## src/rtl/tcdm_traffic_pkg.sv

```systemverilog
// Shared types and helpers for the TCDM traffic generator: FSM states,
// data pattern and saturating counter arithmetic.
package tcdm_traffic_pkg;

    localparam int ErrCntWidth = 16;
    localparam int PatWidth    = 64;

    typedef enum logic [2:0] {
        TG_IDLE  = 3'd0,
        TG_WRITE = 3'd1,
        TG_READ  = 3'd2,
        TG_DRAIN = 3'd3,
        TG_DONE  = 3'd4
    } tg_state_e;

    function automatic logic [PatWidth-1:0] pattern(input logic [PatWidth-1:0] addr,
                                                    input logic [PatWidth-1:0] seed);
        return addr ^ seed;
    endfunction

    function automatic logic [ErrCntWidth-1:0] sat_inc(input logic [ErrCntWidth-1:0] v);
        return (v == {ErrCntWidth{1'b1}}) ? v : v + 16'd1;
    endfunction

endpackage

```

## src/rtl/tcdm_traffic_checker.sv

```systemverilog
// In-order read response checker: tracks the expected word index and keeps
// saturating mismatch and response counters.
module tcdm_traffic_checker
    import tcdm_traffic_pkg::*;
#(
    parameter int unsigned NumWords  = 16,
    parameter logic [31:0] BaseAddr  = 32'h0,
    parameter int unsigned DataWidth = 32,
    parameter int unsigned AddrWidth = 32,
    parameter int unsigned IdWidth   = 1,
    parameter logic [31:0] Seed      = 32'hA5A5_5A5A,
    parameter int unsigned CntWidth  = $clog2(NumWords + 1)
) (
    input  logic                   clk_i,
    input  logic                   rst_ni,
    input  logic                   clear_i,
    input  logic                   active_i,
    input  logic                   r_valid_i,
    input  logic [DataWidth-1:0]   r_data_i,
    input  logic [IdWidth-1:0]     r_id_i,
    output logic [ErrCntWidth-1:0] err_cnt_o,
    output logic [ErrCntWidth-1:0] rsp_cnt_o,
    output logic [ErrCntWidth-1:0] rsp_cnt_next_o
);

    localparam logic [63:0] SeedExt = {Seed, Seed};

    logic [CntWidth-1:0]    j_q, j_d;
    logic [ErrCntWidth-1:0] err_cnt_q, err_cnt_d;
    logic [ErrCntWidth-1:0] rsp_cnt_q, rsp_cnt_d;
    logic [AddrWidth-1:0]   exp_addr_s;
    logic [DataWidth-1:0]   exp_data_s;
    logic [IdWidth-1:0]     exp_id_s;
    logic                   rsp_full_s;

    // Expected word and next counter values for the response on this cycle.
    always_comb begin
        j_d        = j_q;
        err_cnt_d  = err_cnt_q;
        rsp_cnt_d  = rsp_cnt_q;
        exp_addr_s = AddrWidth'(BaseAddr) + (AddrWidth'(j_q) << 2);
        exp_data_s = DataWidth'(pattern(PatWidth'(exp_addr_s), SeedExt));
        exp_id_s   = IdWidth'(j_q);
        rsp_full_s = (rsp_cnt_q == ErrCntWidth'(NumWords));
        if (clear_i) begin
            j_d       = '0;
            err_cnt_d = '0;
            rsp_cnt_d = '0;
        end else if (r_valid_i) begin
            // Unexpected responses are errors but never advance the index.
            if (!active_i || rsp_full_s) begin
                err_cnt_d = sat_inc(err_cnt_q);
            end else begin
                j_d       = j_q + CntWidth'(1);
                rsp_cnt_d = rsp_cnt_q + 16'd1;
                if ((r_data_i != exp_data_s) || (r_id_i != exp_id_s)) begin
                    err_cnt_d = sat_inc(err_cnt_q);
                end else begin
                    err_cnt_d = err_cnt_q;
                end
            end
        end else begin
            j_d = j_q;
        end
    end

    // Counter registers with synchronous active-low reset.
    always_ff @(posedge clk_i) begin
        if (!rst_ni) begin
            j_q       <= '0;
            err_cnt_q <= '0;
            rsp_cnt_q <= '0;
        end else begin
            j_q       <= j_d;
            err_cnt_q <= err_cnt_d;
            rsp_cnt_q <= rsp_cnt_d;
        end
    end

    assign err_cnt_o      = err_cnt_q;
    assign rsp_cnt_o      = rsp_cnt_q;
    assign rsp_cnt_next_o = rsp_cnt_d;

endmodule

```

## src/rtl/tcdm_traffic_gen.sv

```systemverilog
// TCDM bank-port initiator: writes a deterministic pattern into NumWords
// words, reads them back and counts mismatches in the response checker.
module tcdm_traffic_gen
    import tcdm_traffic_pkg::*;
#(
    parameter int unsigned NumWords  = 16,
    parameter logic [31:0] BaseAddr  = 32'h0,
    parameter int unsigned DataWidth = 32,
    parameter int unsigned AddrWidth = 32,
    parameter int unsigned BeWidth   = DataWidth / 8,
    parameter int unsigned IdWidth   = 1,
    parameter logic [31:0] Seed      = 32'hA5A5_5A5A
) (
    input  logic                 clk_i,
    input  logic                 rst_ni,
    input  logic                 start_i,
    output logic                 req_o,
    input  logic                 gnt_i,
    output logic [AddrWidth-1:0] add_o,
    output logic                 wen_o,
    output logic [DataWidth-1:0] data_o,
    output logic [BeWidth-1:0]   be_o,
    output logic [IdWidth-1:0]   id_o,
    input  logic [DataWidth-1:0] r_data_i,
    input  logic                 r_valid_i,
    input  logic [IdWidth-1:0]   r_id_i,
    output logic                 r_ready_o,
    output logic                 busy_o,
    output logic                 done_o,
    output logic [15:0]          err_cnt_o,
    output logic [15:0]          rsp_cnt_o
);

    localparam int unsigned CntWidth = $clog2(NumWords + 1);
    localparam logic [63:0] SeedExt  = {Seed, Seed};

    tg_state_e              state_q, state_d;
    logic [CntWidth-1:0]    k_q, k_d, k_inc_s;
    logic                   req_q, req_d, wen_q, wen_d, busy_q, busy_d, done_q, done_d;
    logic [AddrWidth-1:0]   add_q, add_d;
    logic [DataWidth-1:0]   data_q, data_d;
    logic [BeWidth-1:0]     be_q, be_d;
    logic [IdWidth-1:0]     id_q, id_d;
    logic                   start_s, active_s, last_s;
    logic [ErrCntWidth-1:0] rsp_cnt_next_s;

    function automatic logic [AddrWidth-1:0] word_addr(input logic [CntWidth-1:0] idx);
        return AddrWidth'(BaseAddr) + (AddrWidth'(idx) << 2);
    endfunction

    function automatic logic [DataWidth-1:0] word_data(input logic [CntWidth-1:0] idx);
        return DataWidth'(pattern(PatWidth'(word_addr(idx)), SeedExt));
    endfunction

    assign start_s  = start_i && ((state_q == TG_IDLE) || (state_q == TG_DONE));
    assign active_s = (state_q == TG_READ) || (state_q == TG_DRAIN);

    // Next state and next request; an ungranted request keeps every field.
    always_comb begin
        state_d = state_q;
        k_d     = k_q;
        req_d   = req_q;
        wen_d   = wen_q;
        add_d   = add_q;
        data_d  = data_q;
        be_d    = be_q;
        id_d    = id_q;
        busy_d  = busy_q;
        done_d  = done_q;
        k_inc_s = k_q + CntWidth'(1);
        last_s  = (k_q == CntWidth'(NumWords - 1));
        case (state_q)
            TG_IDLE, TG_DONE: begin
                if (start_s) begin
                    state_d = TG_WRITE;
                    k_d     = '0;
                    req_d   = 1'b1;
                    wen_d   = 1'b0;
                    add_d   = word_addr('0);
                    data_d  = word_data('0);
                    be_d    = '1;
                    id_d    = '0;
                    busy_d  = 1'b1;
                    done_d  = 1'b0;
                end else begin
                    state_d = state_q;
                end
            end
            TG_WRITE: begin
                if (gnt_i && last_s) begin
                    state_d = TG_READ;
                    k_d     = '0;
                    wen_d   = 1'b1;
                    add_d   = word_addr('0);
                    data_d  = '0;
                    id_d    = '0;
                end else if (gnt_i) begin
                    k_d    = k_inc_s;
                    add_d  = word_addr(k_inc_s);
                    data_d = word_data(k_inc_s);
                    id_d   = IdWidth'(k_inc_s);
                end else begin
                    state_d = state_q;
                end
            end
            TG_READ: begin
                if (gnt_i && last_s) begin
                    state_d = TG_DRAIN;
                    k_d     = '0;
                    req_d   = 1'b0;
                    add_d   = '0;
                    be_d    = '0;
                    id_d    = '0;
                end else if (gnt_i) begin
                    k_d   = k_inc_s;
                    add_d = word_addr(k_inc_s);
                    id_d  = IdWidth'(k_inc_s);
                end else begin
                    state_d = state_q;
                end
            end
            TG_DRAIN: begin
                // Uses the post-update count so a response on this edge counts.
                if (rsp_cnt_next_s == ErrCntWidth'(NumWords)) begin
                    state_d = TG_DONE;
                    busy_d  = 1'b0;
                    done_d  = 1'b1;
                end else begin
                    state_d = state_q;
                end
            end
            default: begin
                state_d = TG_IDLE;
                k_d     = '0;
                req_d   = 1'b0;
                wen_d   = 1'b1;
                add_d   = '0;
                data_d  = '0;
                be_d    = '0;
                id_d    = '0;
                busy_d  = 1'b0;
                done_d  = 1'b0;
            end
        endcase
    end

    // FSM and registered request outputs, synchronous active-low reset.
    always_ff @(posedge clk_i) begin
        if (!rst_ni) begin
            state_q <= TG_IDLE;
            k_q     <= '0;
            req_q   <= 1'b0;
            wen_q   <= 1'b1;
            add_q   <= '0;
            data_q  <= '0;
            be_q    <= '0;
            id_q    <= '0;
            busy_q  <= 1'b0;
            done_q  <= 1'b0;
        end else begin
            state_q <= state_d;
            k_q     <= k_d;
            req_q   <= req_d;
            wen_q   <= wen_d;
            add_q   <= add_d;
            data_q  <= data_d;
            be_q    <= be_d;
            id_q    <= id_d;
            busy_q  <= busy_d;
            done_q  <= done_d;
        end
    end

    tcdm_traffic_checker #(
        .NumWords (NumWords),
        .BaseAddr (BaseAddr),
        .DataWidth(DataWidth),
        .AddrWidth(AddrWidth),
        .IdWidth  (IdWidth),
        .Seed     (Seed),
        .CntWidth (CntWidth)
    ) u_checker (
        .clk_i         (clk_i),
        .rst_ni        (rst_ni),
        .clear_i       (start_s),
        .active_i      (active_s),
        .r_valid_i     (r_valid_i),
        .r_data_i      (r_data_i),
        .r_id_i        (r_id_i),
        .err_cnt_o     (err_cnt_o),
        .rsp_cnt_o     (rsp_cnt_o),
        .rsp_cnt_next_o(rsp_cnt_next_s)
    );

    assign req_o     = req_q;
    assign wen_o     = wen_q;
    assign add_o     = add_q;
    assign data_o    = data_q;
    assign be_o      = be_q;
    assign id_o      = id_q;
    assign busy_o    = busy_q;
    assign done_o    = done_q;
    assign r_ready_o = 1'b1;

endmodule

```

## config.mk

```make
export PLATFORM = sky130hd
export DESIGN_NAME = tcdm_traffic_gen
export DESIGN_NICKNAME = d
export VERILOG_FILES = /design/src/rtl/tcdm_traffic_pkg.sv /design/src/rtl/tcdm_traffic_checker.sv /design/src/rtl/tcdm_traffic_gen.sv
export SDC_FILE = /design/constraint.sdc
export NUM_CORES = 1
export LEC_CHECK = 0
export ABC_AREA = 1
export CORE_UTILIZATION = 44
export DETAILED_ROUTE_END_ITERATION = 12
export HOLD_SLACK_MARGIN = 0.15
export MAX_ROUTING_LAYER = met4
export PLACE_DENSITY_LB_ADDON = 0.3
export SLEW_MARGIN = 20
export SYNTH_ARGS = -nofsm -noshare
export SYNTH_HDL_FRONTEND = slang
export SYNTH_SLANG_ARGS = --single-unit
export TNS_END_PERCENT = 5
```

## constraint.sdc

```tcl
create_clock -name clk_i -period 2.4 [get_ports clk_i]
set_input_delay 0.36 -clock clk_i [delete_from_list [all_inputs] [get_ports clk_i]]
set_output_delay 0.36 -clock clk_i [all_outputs]
set_load 0.01 [all_outputs]
```

### Word level (Yosys, flattened, before mapping)

Cells that the tools add are included.

* equality and inequality tests: 16
* muxes and demuxes: 39
* add/subtract/negate cells: 4
* bitwise logic cells: 8
* reduce and logical (&&, ||, !) cells: 22

Operators by type and width (count)
* 2-to-1 mux 32 bit: 6
* case mux 32 bit (3 select lines): 2
* 2-to-1 mux 16 bit: 6
* adder 16 x 1 -> 16 bit (second input constant): 2
* equality test 16 x 5 -> 1 bit (second input constant): 2
* != test 32 bit: 1
* NOT 4 -> 16 bit: 2
* equality test 16 bit (second input constant): 1
* 2-to-1 mux 5 bit: 3
* case mux 1 bit (3 select lines): 5
* case mux 5 bit (3 select lines): 1
* AND reduction 3 bit: 5
* 2-to-1 mux 3 bit: 4
* case mux 3 bit (4 select lines): 1
* case mux 4 bit (3 select lines): 1
* adder 5 x 1 -> 5 bit (second input constant): 2
* OR reduction 2 bit: 5
* 2-to-1 mux 1 bit: 8
* 2-to-1 mux 4 bit: 2
* equality test 3 x 2 -> 1 bit (second input constant): 2
* NOT 1 bit: 6
* equality test 5 x 4 -> 1 bit (second input constant): 1
* logical OR 1 bit: 4
* != test 2 x 1 -> 1 bit (second input constant): 2
* 12 further kinds: 15

* bits in registers: 118
* logic and storage cells: 102
* input port bits: 38
* output and inout port bits: 106

### Longest topological paths before layout

Gate-level depths: netlist of run 1.

* depth after elaboration: 10
* mapped depth: 19
* mapped depth without buffers: 19

### Hierarchy

From an unflattened synthesis of run 1, not the netlist that was laid out.

* cells, all modules: 674
* area total of the unflattened synthesis: 4101.4 sq um

Modules (own cells, without submodules)
* tcdm_traffic_checker: instances 1, area an instance 2665.1 sq um, cells each 461, sequential area each 740.7 sq um
* tcdm_traffic_gen: instances 1, area an instance 1436.4 sq um, cells each 213, sequential area each 360.3 sq um

### Least setup slack after synthesis of run 1

No wires, ideal clock.

* path kind: flip-flop to flip-flop
* start: register u_checker.rsp_cnt_q[0], in the netlist u_checker.rsp_cnt_o[0]
* end: register busy_q, in the netlist busy_o
* setup time: 0.115 ns
* slack: 0.450 ns
* clock period less this slack: 1.950 ns
* cell stages (with the launch flop): 20
* data required time: 2.285 ns
* path buffers: 1
* data arrival time: 1.835 ns
* cell sequence: dfxtp_1 > inv_1 > ha_1 > nand3_1 > nor2_1 > nand2_2 > nand3_2 > inv_2 > buf_6 > nand3_1 > nand2_1 > nand2_1 > nand2_1 > nand2_1 > nor2_1 > nand2_1 > nand2_2 > nand3_1 > nand2_1 > nor2_1

* cells in the longest elaborated chain, start to end: 8
* elaborated cells between the ends (all ways): 9
* classes of those cells: add/sub: 1; eq/ne: 3; mux: 3; reduce/logical: 2

Ends and longest elaborated chain
* from (decl): RTL line tcdm_traffic_checker.sv:30 `logic [ErrCntWidth-1:0] rsp_cnt_q, rsp_cnt_d;`
* from (signal assigned): RTL line tcdm_traffic_checker.sv:76 `rsp_cnt_q <= rsp_cnt_d;`
* branches (longest 3 deep; another with adder 16 x 1 -> 16 bit)
* 2-to-1 mux 16 bit (*): RTL line tcdm_traffic_checker.sv:49 `end else if (r_valid_i) begin`
* 2-to-1 mux 16 bit (*): RTL line tcdm_traffic_checker.sv:45 `if (clear_i) begin`
* equality test 16 x 5 -> 1 bit (*): RTL line tcdm_traffic_gen.sv:124 `if (rsp_cnt_next_s == ErrCntWidth'(NumWords)) begin`
* != test 2 x 1 -> 1 bit (no source line) (*)
* AND reduction 3 bit (no source line) (*)
* to (signal assigned): RTL line tcdm_traffic_gen.sv:169 `busy_q <= busy_d;`
* to (decl): RTL line tcdm_traffic_gen.sv:39 `logic req_q, req_d, wen_q, wen_d, busy_q, busy_d, done_q, done_d;`

Mark *: on every way between the ends.
A chain may end at the register's enable or synchronous reset.

### Worst setup path after layout of run 1

* start: register u_checker.rsp_cnt_q[0], in the netlist u_checker.rsp_cnt_o[0]
* end: register state_q[0]

* cells in the longest elaborated chain, start to end: 8
* elaborated cells between the ends (all ways): 9
* classes of those cells: add/sub: 1; eq/ne: 3; mux: 3; reduce/logical: 2

Ends and longest elaborated chain
* branches (longest 3 deep; another with adder 16 x 1 -> 16 bit)
* 2-to-1 mux 16 bit (*): RTL line tcdm_traffic_checker.sv:49
* 2-to-1 mux 16 bit (*): RTL line tcdm_traffic_checker.sv:45
* equality test 16 x 5 -> 1 bit (*): RTL line tcdm_traffic_gen.sv:124
* != test 2 x 1 -> 1 bit (no source line) (*)
* AND reduction 4 bit (no source line) (*)
* to (signal assigned): RTL line tcdm_traffic_gen.sv:161 `state_q <= state_d;`
* to (decl): RTL line tcdm_traffic_gen.sv:37 `tg_state_e state_q, state_d;`

Marks and branches as above.

==> flow_metrics.py, run 1 <==
metrics = {
    "floorplan": {
        "core_mm2": 0.007848,
        "fp.dieW_um": 92.69,
        "die_h_um": 92.69,
        "io_pins": 144,
        "rows": 32,
        "initial_core_util_pct": 46.11,
        "dieArea_mm2": 0.008591,
    },
    "synth": {
        "yosys.cell_types.count": 36,
        "synth_edf_count": 0,
        "syn_area_mm2": 0.003618,
        "synth.most_common_cell": "nand2_1",
        "avgSynthCellArea_um2": 6.639,
        "synth_top_cell_by_area": "dfxtp_1",
        "synth_top_cell_area_share_pct": 30.43,
        "ys_seq_area_share_pct": 30.43,
        "synthTopCellsByArea": "dfxtp_1 (30%), buf_4 (12%), nand2_1 (11%)",
        "ys_ff_latch": 55,
        "synth-async-reset-ratio_pct": 0,
        "synth_common_cells": "nand2_1 (102), nor2_1 (66), inv_1 (65)",
        "synth_cells": 545,
        "ys_warn_count": 0,
        "ys.flop_type": "dfxtp_1",
    },
    "clock_tree": {
        "numCtsBuffers": 5,
        "h-tree-depth": 2,
        "insertion_delay_ns": 0.30,
        "clkTransAtPathRegs_ns": 0.10,
        "tritoncts": "done",
        "clkSinkCount": 55,
        "postCtsHoldBufs": 0,
        "cts_root_buf": "clkbuf_8",
        "cts_buffer_depth": 2,
    },
    "route": {
        "drtPass1Iterations": 5,
        "vias": 3647,
        "postRouteWirelength_mm": 8.835,
        "vias_per_cell": 4.942,
        "drc": 0,
        "drt_iter0_drc": 132,
        "wl_per_cell_um": 11.97,
        "ant_nets": 0,
    },
    "finish": {
        "stdcell_area_mm2": 0.004606,
        "syn_to_final_growth_pct": 27.28,
        "diodes": 0,
        "layout.nets": 680,
        "layout-drive-gt1-share_pct": 6.447,
        "fin_cells": 738,
        "post-route-util_pct": 58.69,
    },
    "global_routing": {
        "grt_antenna_before_repair": 0,
        "grt_usage_pct": 20.53,
        "first_global_vias": 3351,
        "gr-total-overflow": 0,
        "grt_pass1_wl_mm": 14.36,
        "grt_max_degree": 21,
    },
    "sta": {
        "slew_violations": 0,
        "hold_viol": 0,
        "max_freq_ghz": 0.4584,
        "fin_crit_sh_pct": 90.89,
        "setup-violations-final": 0,
        "timing.final.ws_setup_ns": 0.2186,
        "min_period_ns": 2.181,
        "clock_skew_ns": 0.007987,
    },
    "power": {
        "pwr_density_cell_mw_per_mm2": 667.4,
        "peakVddDrop_v": 0.0005805,
        "p_leak_nw": 1.884,
    },
    "setup_path": {
        "cp-end-kind": "flip-flop",
        "crit_required_ns": 2.60,
        "cp-start-kind": "flip-flop",
        "worst-path-max-fanout": 10,
        "critPathKind": "flip-flop to flip-flop",
        "arrival_ns": 2.38,
    },
    "place": {
        "preCtsSetupSlack_ns": 0.1311,
        "portBuffers": 101,
        "placed_cells": 728,
        "gp_congestion": 0.9210,
        "post-dp-hpwl_mm": 6.689,
        "place_area_mm2": 0.004471,
    },
    "flow_run": {
        "max_cap_viol_count": 0,
    },
    "run_status": {
        "status": "complete, no violations",
    },
    "worst_hold_path": {
        "hold_class": "flip-flop to flip-flop",
    },
}
-- cells in the final DEF (no fill, tap or decap), types with 3 or more instances in the layout --
cell               n
dfxtp_1           53
ha_1               6
clkbuf_8           6
nand2_2            4
conb_1            42
xor2_1            10
nor2_2             4
inv_1             64
buf_4             13
o21ai_0           22
nor2_1            66
inv_2              3
nor3_1            15
nand4_1           18
nand3b_1           4
nand3_1           40
a21oi_1           32
nand2_1          102
xnor2_1            6
clkdlybuf4s50_1  101
-- path summary, 6_finish.rpt --
| path | startpoint | to | slack [ns] | cells past startpoint |
|---|---|---|---|---|
| worst min-delay path | data_o[5] | data_o[5] | 0.48 | 2 |
| worst min register to register | data_o[5] | data_o[5] | 0.48 | 2 |
| worst max register to register | u_checker.rsp_cnt_o[0] | state_q[0] | 0.22 | 18 |
| worst max-delay path | u_checker.rsp_cnt_o[0] | state_q[0] | 0.22 | 18 |
-- critical path, stage by stage (launching register included) --
cell	delay (ns)
dfxtp_2	0.35
inv_1	0.11
ha_1	0.16
nand3_1	0.09
nor2_1	0.13
nand2_2	0.11
nand3_4	0.10
buf_8	0.14
nor2_1	0.06
nand2_1	0.06
nand3_1	0.10
nor2_1	0.12
nand2_1	0.08
nor2_1	0.09
nand2_1	0.07
nand2_2	0.12
nand3_1	0.08
nand2_1	0.07
inv_1	0.04
-- through the flow --
| step | setup TNS (ns) | power, mW | hold slack [ns] |
|---|---|---|---|
| floorplan | 0 | 2.099 | 0.4630 |
| global placement | 0 | 2.519 | 0.4488 |
| detailed placement | 0 | 2.535 | 0.4601 |
| CTS | 0 | 3.062 | 0.4817 |
| global route | -0.01148 | 3.282 | 0.5145 |
| finish | 0 | 3.074 | 0.4814 |
-- cell families after synthesis --
logic type	Yosys count	synth area share, %
compound gates	63	9.371
xor+xnor	16	3.873
fa+ha+maj	6	2.075
buf+inv	141	21.61
flops	55	30.43
other cells	2	0.2075
simple gates	262	32.43
-- registers in the layout, summed over array words and instances, names as in the netlist, 3 cells and up --
| register | count |
|---|---|
| u_checker.j_q | 5 |
| u_checker.err_cnt_o | 16 |
| state_q | 3 |
| u_checker.rsp_cnt_o | 16 |
| data_o | 6 |
| add_o | 4 |
-- report_power, final --
part / total, mW / internal (mW) / switching [mW]
clock network: 0.520 / 0.228 / 0.292
logic: 1.41 / 0.634 / 0.776
registers: 1.14 / 1.04 / 0.109
-- cell type report --
| type | instances | area [um2] |
|---|---|---|
| clock buffers | 6 | 82.58 |
| clock inverters | 1 | 5.005 |
| fillers | 749 | 3242 |
| inverters | 70 | 265.3 |
| multi-input cells | 389 | 1898 |
| flip-flops and latches | 55 | 1104 |
| well taps | 102 | 127.6 |
| repair buffers | 115 | 1124 |
-- metal layers --
layer  track usage (%)  share of wire (%)  up-vias
met5                 -                  0        -
met4             6.667                1.3        0
met3             3.612                6.7       14
met2             34.44                 48      153
met1             25.00                 44     1648
li1                  -                  -     1832
-- timing repair --
| item | in CTS | in global routing |
|---|---|---|
| hold endpoints to repair | 0 | 0 |
| buffers inserted | 0 | 3 |
| gates resized for setup | 0 | 9 |
| endpoints found under the setup margin | 0 | 6 |
(Power assumes the default switching activity.)
==> run 2: changes to the inputs <==
--- a/config.mk
+++ b/config.mk
@@ -10,7 +10,7 @@
 export DETAILED_ROUTE_END_ITERATION = 12
 export HOLD_SLACK_MARGIN = 0.15
 export MAX_ROUTING_LAYER = met4
-export PLACE_DENSITY_LB_ADDON = 0.3
+export PLACE_DENSITY = 0.93
 export SLEW_MARGIN = 20
 export SYNTH_ARGS = -nofsm -noshare
 export SYNTH_HDL_FRONTEND = slang
==> flow_metrics.py, run 2 (same netlist as run 1, synthesis figures left out) <==
metrics = {
    "sta": {
        "slew_violations": 0,
        "clock_skew_ns": 0.006891,
        "rsz0062_at_grt": "false",
        "tns_ns": 0,
        "max_freq_ghz": 0.4655,
        "min_period_ns": 2.148,
        "tightestPinTransition_ns": 0.5041,
        "setup-violations-final": 0,
        "timing.final.ws_setup_ns": 0.2516,
        "hold_viol": 0,
        "slew-limit-headroom_pct": 66.04,
        "fin_crit_sh_pct": 89.52,
        "whs_ns": 0.4673,
    },
    "route": {
        "vias": 3609,
        "wl_per_cell_um": 12.09,
        "vias_per_cell": 4.904,
        "drtPass1Iterations": 4,
        "drt_iter0_drc": 209,
        "ant_nets": 0,
        "drc": 0,
        "postRouteWirelength_mm": 8.898,
    },
    "power": {
        "p_seq_share_pct": 35.6,
        "pwr_density_cell_mw_per_mm2": 697.8,
        "p_clk_share_pct": 20.6,
        "netSwitchingFraction_pct": 37.80,
        "comb_power_share_pct": 43.8,
        "p_int_mw": 2.005,
        "total_power_mw": 3.223,
        "p_leak_nw": 1.889,
        "p_switching_mw": 1.218,
        "peakVddDrop_v": 0.0005845,
    },
    "floorplan": {
        "io_pins": 144,
        "dieArea_mm2": 0.008591,
        "fp.dieW_um": 92.69,
        "rows": 32,
        "die_h_um": 92.69,
        "initial_core_util_pct": 46.11,
        "core_mm2": 0.007848,
    },
    "setup_path": {
        "cp-end-kind": "flip-flop",
        "r2r-end": "busy_o",
        "worst-path-max-fanout": 14,
        "reg2reg_slack_ns": 0.25,
        "crit_required_ns": 2.62,
        "arrival_ns": 2.37,
        "r2r_cells": 18,
        "r2r-start": "u_checker.rsp_cnt_o[0]",
        "critPathLaunch": "u_checker.rsp_cnt_o[0]",
        "critPathKind": "flip-flop to flip-flop",
        "endpoint": "busy_o",
        "cp-start-kind": "flip-flop",
    },
    "flow_run": {
        "max_cap_viol_count": 0,
    },
    "place": {
        "preCtsSetupSlack_ns": 0.1376,
        "post-dp-hpwl_mm": 6.859,
        "portBuffers": 101,
        "gp_congestion": 0.9022,
    },
    "finish": {
        "post-route-util_pct": 58.85,
        "final_cell_mix": "nand2_1 (102), clkdlybuf4s50_1 (101), inv_1 (64), nor2_1 (63), dfxtp_1 (53)",
        "multi_input_area_mm2": 0.001893,
        "layout_commonest_cell": "nand2_1",
        "layout-drive-gt1-share_pct": 6.467,
        "diodes": 0,
        "syn_to_final_growth_pct": 27.63,
        "seqCellArea_mm2": 0.001104,
        "layout.nets": 677,
        "nFillCells": 767,
    },
    "global_routing": {
        "grt_antenna_before_repair": 0,
        "grt_usage_pct": 21.25,
        "gr-total-overflow": 0,
        "first_global_vias": 3294,
        "grt_pass1_wl_mm": 14.59,
        "grt_max_degree": 21,
    },
    "clock_tree": {
        "clkSinkCount": 55,
        "cts_root_buf": "clkbuf_8",
        "tritoncts": "done",
        "insertion_delay_ns": 0.32,
        "h-tree-depth": 2,
        "cts_buffer_depth": 2,
        "postCtsHoldBufs": 0,
        "numCtsBuffers": 5,
        "clkTransAtPathRegs_ns": 0.10,
    },
    "worst_hold_path": {
        "hold_class": "flip-flop to flip-flop",
    },
    "run_status": {
        "status": "complete, no violations",
    },
}
## run 2: changes by cell type in the layout (fill, tap and decap cells not counted)
| cell | previous run | this run |
|---|---|---|
| inv_4 | 1 | 0 |
| nor2_2 | 4 | 7 |
| inv_2 | 3 | 4 |
| buf_8 | 1 | 0 |
| nand3_1 | 40 | 41 |
| buf_12 | 0 | 1 |
| buf_6 | 0 | 1 |
| nand3_4 | 1 | 0 |
| buf_4 | 13 | 9 |
| nor2_1 | 66 | 63 |
| clkinv_2 | 1 | 0 |
| bufinv_16 | 0 | 1 |
| inv_6 | 0 | 1 |
## run 2: layer usage
layer  up-vias  global-route usage [%]  wire (um)
met1      1636                   25.90       3831
met3         8                   4.105        743
met2       143                   36.60       4244
met4         0                   4.359         78
li1       1822                       -          -
met5         -                       -          0
## run 2: area by class of cell
cell class,instances,area share [%]
Clock buffer,6,1.788
Clock inverter,2,0.8399
Inverter,70,5.690
Multi-Input combinational cell,389,40.99
Sequential cell,55,23.90
Tap cell,102,2.763
Timing Repair Buffer,112,24.03
## run 2: worst max-delay path, stage by stage, from the launching register on
cell and delay (ns):
dfxtp_2 0.37, inv_1 0.08, ha_1 0.19, nand3_1 0.10, nor2_2 0.06, nand2_2 0.06, nand3_2 0.08, inv_2 0.22
nand2_1 0.10, nand2_1 0.07, nand3_1 0.08, nor2_1 0.12, nand2_1 0.06, nor2_1 0.10, nand2_1 0.07, nand2_2 0.11
nand3_1 0.09, nand2_1 0.06, nor2_1 0.03
## run 2: repair_timing
action,4_1_cts,5_1_grt
setup buffers,0,0
gates resized for setup,0,7
setup endpoints to repair,0,7
## run 2: worst min-delay path by stage
stage / from / end / slack [ns] / depth (start not counted)
after floorplan: u_checker.j_q[3] / u_checker.j_q[3] / 0.46 / 2
after global placement: u_checker.err_cnt_o[6] / u_checker.err_cnt_o[6] / 0.46 / 1
after detailed placement: data_o[5] / data_o[5] / 0.45 / 2
after CTS: data_o[5] / data_o[5] / 0.47 / 2
after global routing: data_o[5] / data_o[5] / 0.51 / 2
final: data_o[5] / data_o[5] / 0.47 / 2
## run 2: metrics by stage
stage               cells  area (um2)
floorplan             585        3769
global placement      728        4483
detailed placement    728        4483
CTS                   736        4604
global route          736        4618
finish                736        4618
## run 2: power by group through the flow
stage / clock network [mW] / registers (mW) / logic [mW]
global placement: 0 / 1.16 / 1.37
floorplan: 0 / 1.19 / 0.908
finish: 0.665 / 1.15 / 1.41
detailed placement: 0 / 1.16 / 1.39
global route: 0.711 / 1.17 / 1.55
CTS: 0.683 / 1.15 / 1.41
==> run 3: changes to the inputs <==
--- a/config.mk
+++ b/config.mk
@@ -5,8 +5,8 @@
 export SDC_FILE = /design/constraint.sdc
 export NUM_CORES = 1
 export LEC_CHECK = 0
-export ABC_AREA = 1
 export CORE_UTILIZATION = 44
+export CTS_CLUSTER_DIAMETER = 200
 export DETAILED_ROUTE_END_ITERATION = 12
 export HOLD_SLACK_MARGIN = 0.15
 export MAX_ROUTING_LAYER = met4
==> flow_metrics.py, run 3 <==
metrics = {
    "sta": {
        "setup-violations-final": 0,
        "clock_skew_ns": 0.01183,
        "hold_viol": 0,
        "tightestPinTransition_ns": 0.6308,
        "timing.final.ws_setup_ns": 0.08596,
        "rsz0062_at_grt": "true",
        "max_freq_ghz": 0.4321,
        "fin_crit_sh_pct": 96.42,
        "min_period_ns": 2.314,
        "slew_violations": 0,
        "slew-limit-headroom_pct": 57.66,
    },
    "synth": {
        "synth-async-reset-ratio_pct": 0,
        "synth_common_cells": "buf_4 (60), nor2_1 (60), dfxtp_1 (55)",
        "avgSynthCellArea_um2": 7.863,
        "yosys.cell_types.count": 59,
        "ys_seq_area_share_pct": 30.38,
        "synthTopCellsByArea": "dfxtp_1 (30%), buf_4 (12%), xnor2_1 (6.5%)",
        "ys_ff_latch": 55,
        "synth_top_cell_area_share_pct": 30.38,
        "synth_top_cell_by_area": "dfxtp_1",
        "syn_area_mm2": 0.003625,
        "synth_cells": 461,
        "ys_warn_count": 0,
        "ys.flop_type": "dfxtp_1",
        "synth_edf_count": 0,
    },
    "place": {
        "portBuffers": 101,
        "post-dp-hpwl_mm": 7.245,
        "gp_congestion": 0.9291,
        "place_area_mm2": 0.004603,
        "preCtsSetupSlack_ns": -0.1360,
        "placed_cells": 656,
    },
    "finish": {
        "layout_commonest_cell": "clkdlybuf4s50_1",
        "syn_to_final_growth_pct": 32.10,
        "fin_cells": 664,
        "final_cell_mix": "clkdlybuf4s50_1 (101), nor2_1 (60), dfxtp_1 (54), conb_1 (42)",
        "layout-drive-gt1-share_pct": 11.21,
        "layout.nets": 605,
        "diodes": 0,
        "stdcell_area_mm2": 0.004788,
    },
    "floorplan": {
        "initial_core_util_pct": 46.19,
        "dieArea_mm2": 0.008605,
        "fp.dieW_um": 92.77,
        "die_h_um": 92.77,
        "io_pins": 144,
        "core_mm2": 0.007848,
        "rows": 32,
    },
    "clock_tree": {
        "tritoncts": "done",
        "cts_setup_buffers": 0,
        "h-tree-depth": 2,
        "clkTransAtPathRegs_ns": 0.10,
        "postCtsHoldBufs": 0,
        "cts_buffer_depth": 2,
        "insertion_delay_ns": 0.31,
        "cts_root_buf": "clkbuf_8",
        "clkSinkCount": 55,
        "numCtsBuffers": 5,
    },
    "setup_path": {
        "crit_required_ns": 2.66,
        "slowest_delay_ns": 0.40,
        "r2r_cells": 10,
        "path_cells": "inv_1 > ha_1 > nor3b_2 > and4_4 > buf_4 > o41ai_2 > buf_4 > or3_1 > or3_1 > nand2_1",
        "worst-path-max-fanout": 13,
        "crit_buf_inv": 3,
        "cp-start-kind": "flip-flop",
        "critPathLaunch": "u_checker.rsp_cnt_o[1]",
        "cpLargestDelayFamily": "simple AND/OR/NAND/NOR gates",
        "endpoint": "u_checker.err_cnt_o[14]",
        "critPathKind": "flip-flop to flip-flop",
        "r2r-start": "u_checker.rsp_cnt_o[1]",
        "crit_slowest_cell": "or3_1",
        "worstSetupPathDepth": 10,
        "reg2reg_slack_ns": 0.09,
        "r2r-end": "u_checker.err_cnt_o[14]",
        "arrival_ns": 2.57,
        "cp-end-kind": "flip-flop",
    },
    "run_status": {
        "status": "complete, no violations",
    },
    "flow_run": {
        "max_cap_viol_count": 0,
    },
    "route": {
        "drtPass1Iterations": 5,
        "drc": 0,
        "drt_iter0_drc": 171,
        "postRouteWirelength_mm": 9.369,
        "vias": 3524,
        "wl_per_cell_um": 14.11,
        "ant_nets": 0,
        "vias_per_cell": 5.307,
    },
    "global_routing": {
        "gr-total-overflow": 0,
        "grt_max_degree": 21,
        "grt_pass1_wl_mm": 14.79,
        "first_global_vias": 3243,
        "grt_antenna_before_repair": 0,
        "grt_usage_pct": 21.59,
    },
    "worst_hold_path": {
        "hold_class": "flip-flop to flip-flop",
    },
    "power": {
        "peakVddDrop_v": 0.0002670,
        "pwr_density_cell_mw_per_mm2": 412.0,
        "p_leak_nw": 1.776,
        "total_power_mw": 1.973,
    },
}
-- run 3: changes by cell type after synthesis, sizes merged, moves of 7 or more --
cell	delta
nand4	-8
and3	+7
inv	-61
o21ai	-7
nor3	+7
xnor2	+21
nor2	-9
a21oi	-9
nand3	-24
nand2	-73
-- run 3: repair_timing --
item | 4_1_cts | 5_1_grt
gates resized for setup | 5 | 9
cloned | 0 | 0
pin swaps | 0 | 2
setup endpoints to repair | 4 | 9
-- run 3: routing by layer --
metal / global-route usage (%) / routed length (um)
met2: 39.40 / 4793
met1: 23.92 / 3776
met5: - / 0
met4: 5.128 / 128
met3: 4.433 / 670
-- run 3: worst reg2reg max path, delay by kind of cell (launching register included) --
kind / cells / cell delay [ns]
buffers and inverters: 3 / 0.44
adder cells (fa/ha/maj): 1 / 0.18
AND/OR/NAND/NOR: 5 / 1.25
AO/OA/AOI/OAI: 1 / 0.07
flip-flops: 1 / 0.33
-- run 3: area by class of cell --
| type | count | area, um2 |
|---|---|---|
| clock buffers | 5 | 68.82 |
| fillers | 699 | 3059 |
| flip-flops and latches | 55 | 1102 |
| clock inverters | 3 | 67.56 |
| repair buffers | 134 | 1262 |
| inverters | 7 | 26.28 |
| multi-input cells | 358 | 2133 |
| well taps | 102 | 127.6 |
-- run 3: cells by family after synthesis --
group,after synthesis,share of synthesized area [%]
AND/OR/NAND/NOR,207,30.62
buffers and inverters,88,16.12
AO/OA/AOI/OAI,63,10.84
flip-flops,55,30.38
XOR/XNOR,37,8.940
adder cells (fa/ha/maj),7,2.347
other,2,0.2072
multiplexers,2,0.5523
-- run 3: through the flow --
| step | setup TNS [ns] | hold WS [ns] | util [%] |
|---|---|---|---|
| final | 0 | 0.4912 | 61.02 |
| after global routing | -0.002686 | 0.5269 | 61.02 |
| after CTS | 0 | 0.5063 | 60.60 |
| after detailed placement | -1.232 | 0.4722 | 58.66 |
| after global placement | -0.5907 | 0.4387 | 58.66 |
| after floorplan | 0 | 0.4955 | - |
-- run 3: where the power goes --
part / total [mW] / internal [mW] / switching (mW)
registers: 0.948 / 0.929 / 0.0195
clock network: 0.724 / 0.416 / 0.308
logic: 0.301 / 0.156 / 0.144
-- run 3: worst min path at each step --
stage | from | endpoint | slack (ns) | depth (start not counted)
after floorplan | u_checker.j_q[1] | u_checker.j_q[1] | 0.50 | 2
after global placement | wen_o | wen_o | 0.44 | 1
after detailed placement | wen_o | wen_o | 0.47 | 1
after CTS | wen_o | wen_o | 0.51 | 1
after global routing | u_checker.err_cnt_o[13] | u_checker.err_cnt_o[13] | 0.53 | 2
final | wen_o | wen_o | 0.49 | 1
==> variant (config.mk and constraints of run 2) <==
One comparison of `rsp_cnt_q` changes from == to >=.
--- a/src/rtl/tcdm_traffic_checker.sv
+++ b/src/rtl/tcdm_traffic_checker.sv
@@ -42,5 +42,5 @@
         exp_data_s = DataWidth'(pattern(PatWidth'(exp_addr_s), SeedExt));
         exp_id_s   = IdWidth'(j_q);
-        rsp_full_s = (rsp_cnt_q == ErrCntWidth'(NumWords));
+        rsp_full_s = (rsp_cnt_q >= ErrCntWidth'(NumWords));
         if (clear_i) begin
             j_d       = '0;
Behaviour: same outputs for any inputs over 4 cycles, from zero or initial values and one cycle with rst_ni low; that may be too few to reach the edited logic, so the function may still have changed.
==> variant against run 2 <==
Utilization increased by 1.3 points. Design area shrank 9.6%. Wire length down 15%. Worst hold slack better by 15 ps. Sequential cell count did not move. Synthesized area shrank 11%. Power shrank 9.4%. Worst setup slack improved by 130 ps. Synthesized cell count shrank 14%. Non-clock buffer count decreased by 4. Cell count fell by 11%. Largest cell class unchanged. Largest power group unchanged.
==> variant: results (changes against run 2) <==
| Metric | Value |
|---|---|
| Hold Path End | u_checker.rsp_cnt_o[9]$_SDFF_PN0_ (was data_o[5]$_SDFFE_PN0P_) |
| Finished Layout Cells | 652 (was 736) |
| Drt pass-1 iters | 5 (was 4) |
| Vias | 3087 (was 3609) |
| Hold_ws | 482 ps (was 467 ps) |
| Fin nets | 599 (was 677) |
| Post-synthesis cell count | 467 (was 545) |
| Vias in the first global route | 2900 (was 3294) |
| Worst R2R End | state_q[0]$_SDFFE_PN0P_ (was busy_o$_SDFFE_PN0P_) |
| WL/cell | 11.6 um (was 12.1 um) |
| Post-placement cell count | 644 (was 728) |
| Register area share after synthesis | 34.0% (was 30.4%) |
| Largest net degree at the start of global routing | 22 (was 21) |
| Post-DP HPWL | 6010 um (was 6860 um) |
| Share of layout cells above drive strength 1 | 5.04% (was 6.47%) |
| Hold_sp | u_checker.rsp_cnt_o[9]$_SDFF_PN0_ (was data_o[5]$_SDFFE_PN0P_) |
| Crit path DAT | 2240 ps (was 2370 ps) |
| GPL Wtd Cong | 0.944 (was 0.902) |
| Final WS setup | 386 ps (was 252 ps) |
| Static leakage | 1.69 nW (was 1.89 nW) |
| Largest cells by area after synthesis | dfxtp_1 34%, buf_4 14%, nand2_1 10%, nor2_1 7.3%, inv_1 6.5% (was dfxtp_1 30%, buf_4 12%, nand2_1 11%, nor2_1 6.8%, inv_1 6.7%) |
| Placed inst area | 4080 sq um (was 4480 sq um) |
| Hold depth | 2 (unchanged) |
| Global-route wire length before repair | 12200 um (was 14600 um) |
| Top post-synthesis cells by count | 86 x nand2_1, 63 x nor2_1, 60 x buf_4 (was 102 x nand2_1, 66 x nor2_1, 65 x inv_1) |
| Outcome | complete, no violations (unchanged) |
| Fillcell total | 583 (was 767) |
| Number of distinct library cells after synthesis | 30 (was 36) |
| Pre-CTS setup slack | 290 ps (was 138 ps) |
| Initial drt markers | 88 (was 209) |
variant: layer usage:
| layer | wire length [um] | global-route usage, % | up-vias | share of wire (%) |
|---|---|---|---|---|
| li1 | - | - | 1551 | - |
| met1 | 3030 | 22.3 | 1392 | 40 |
| met2 | 3940 | 36.9 | 129 | 52 |
| met3 | 469 | 3.96 | 15 | 6.2 |
| met4 | 97 | 7.15 | 0 | 1.3 |
| met5 | 0 | - | - | 0 |
variant: worst reg2reg max path: stages (launching register included):
cell and delay, ps:
dfxtp_1 360, nor2_1 120, nand2_1 70, nor2_1 180
nand2_1 150, nor2_2 230, nand2_1 90, nand3_1 110
nand2_1 70, nor2_1 110, nand3_1 100, nand2_2 130
nand3_1 100, nand2_1 70, inv_1 40
variant: cells by family after synthesis:
logic type | Yosys count | share of synthesized area (%)
buf+inv | 126 | 21.9
fa+ha+maj | 6 | 2.32
other cells | 2 | 0.232
flops | 55 | 34.0
compound gates | 63 | 10.7
simple gates | 199 | 26.5
xor+xnor | 16 | 4.33
variant: cell type report:
| type | count | area, sq um | area share, % |
|---|---|---|---|
| Multi-Input combinational cell | 326 | 1580 | 37.8 |
| Sequential cell | 55 | 1100 | 26.4 |
| Timing Repair Buffer | 108 | 1060 | 25.5 |
| Inverter | 59 | 221 | 5.31 |
| Tap cell | 96 | 120 | 2.88 |
| Clock buffer | 5 | 68.8 | 1.65 |
| Clock inverter | 3 | 22.5 | 0.540 |
variant: power by group:
part           switching, mW  total [mW]  leakage (nW)  internal (mW)
clock network          0.313       0.523        0.0485          0.210
logic                  0.682        1.27          1.19          0.585
registers              0.101        1.13         0.447           1.03
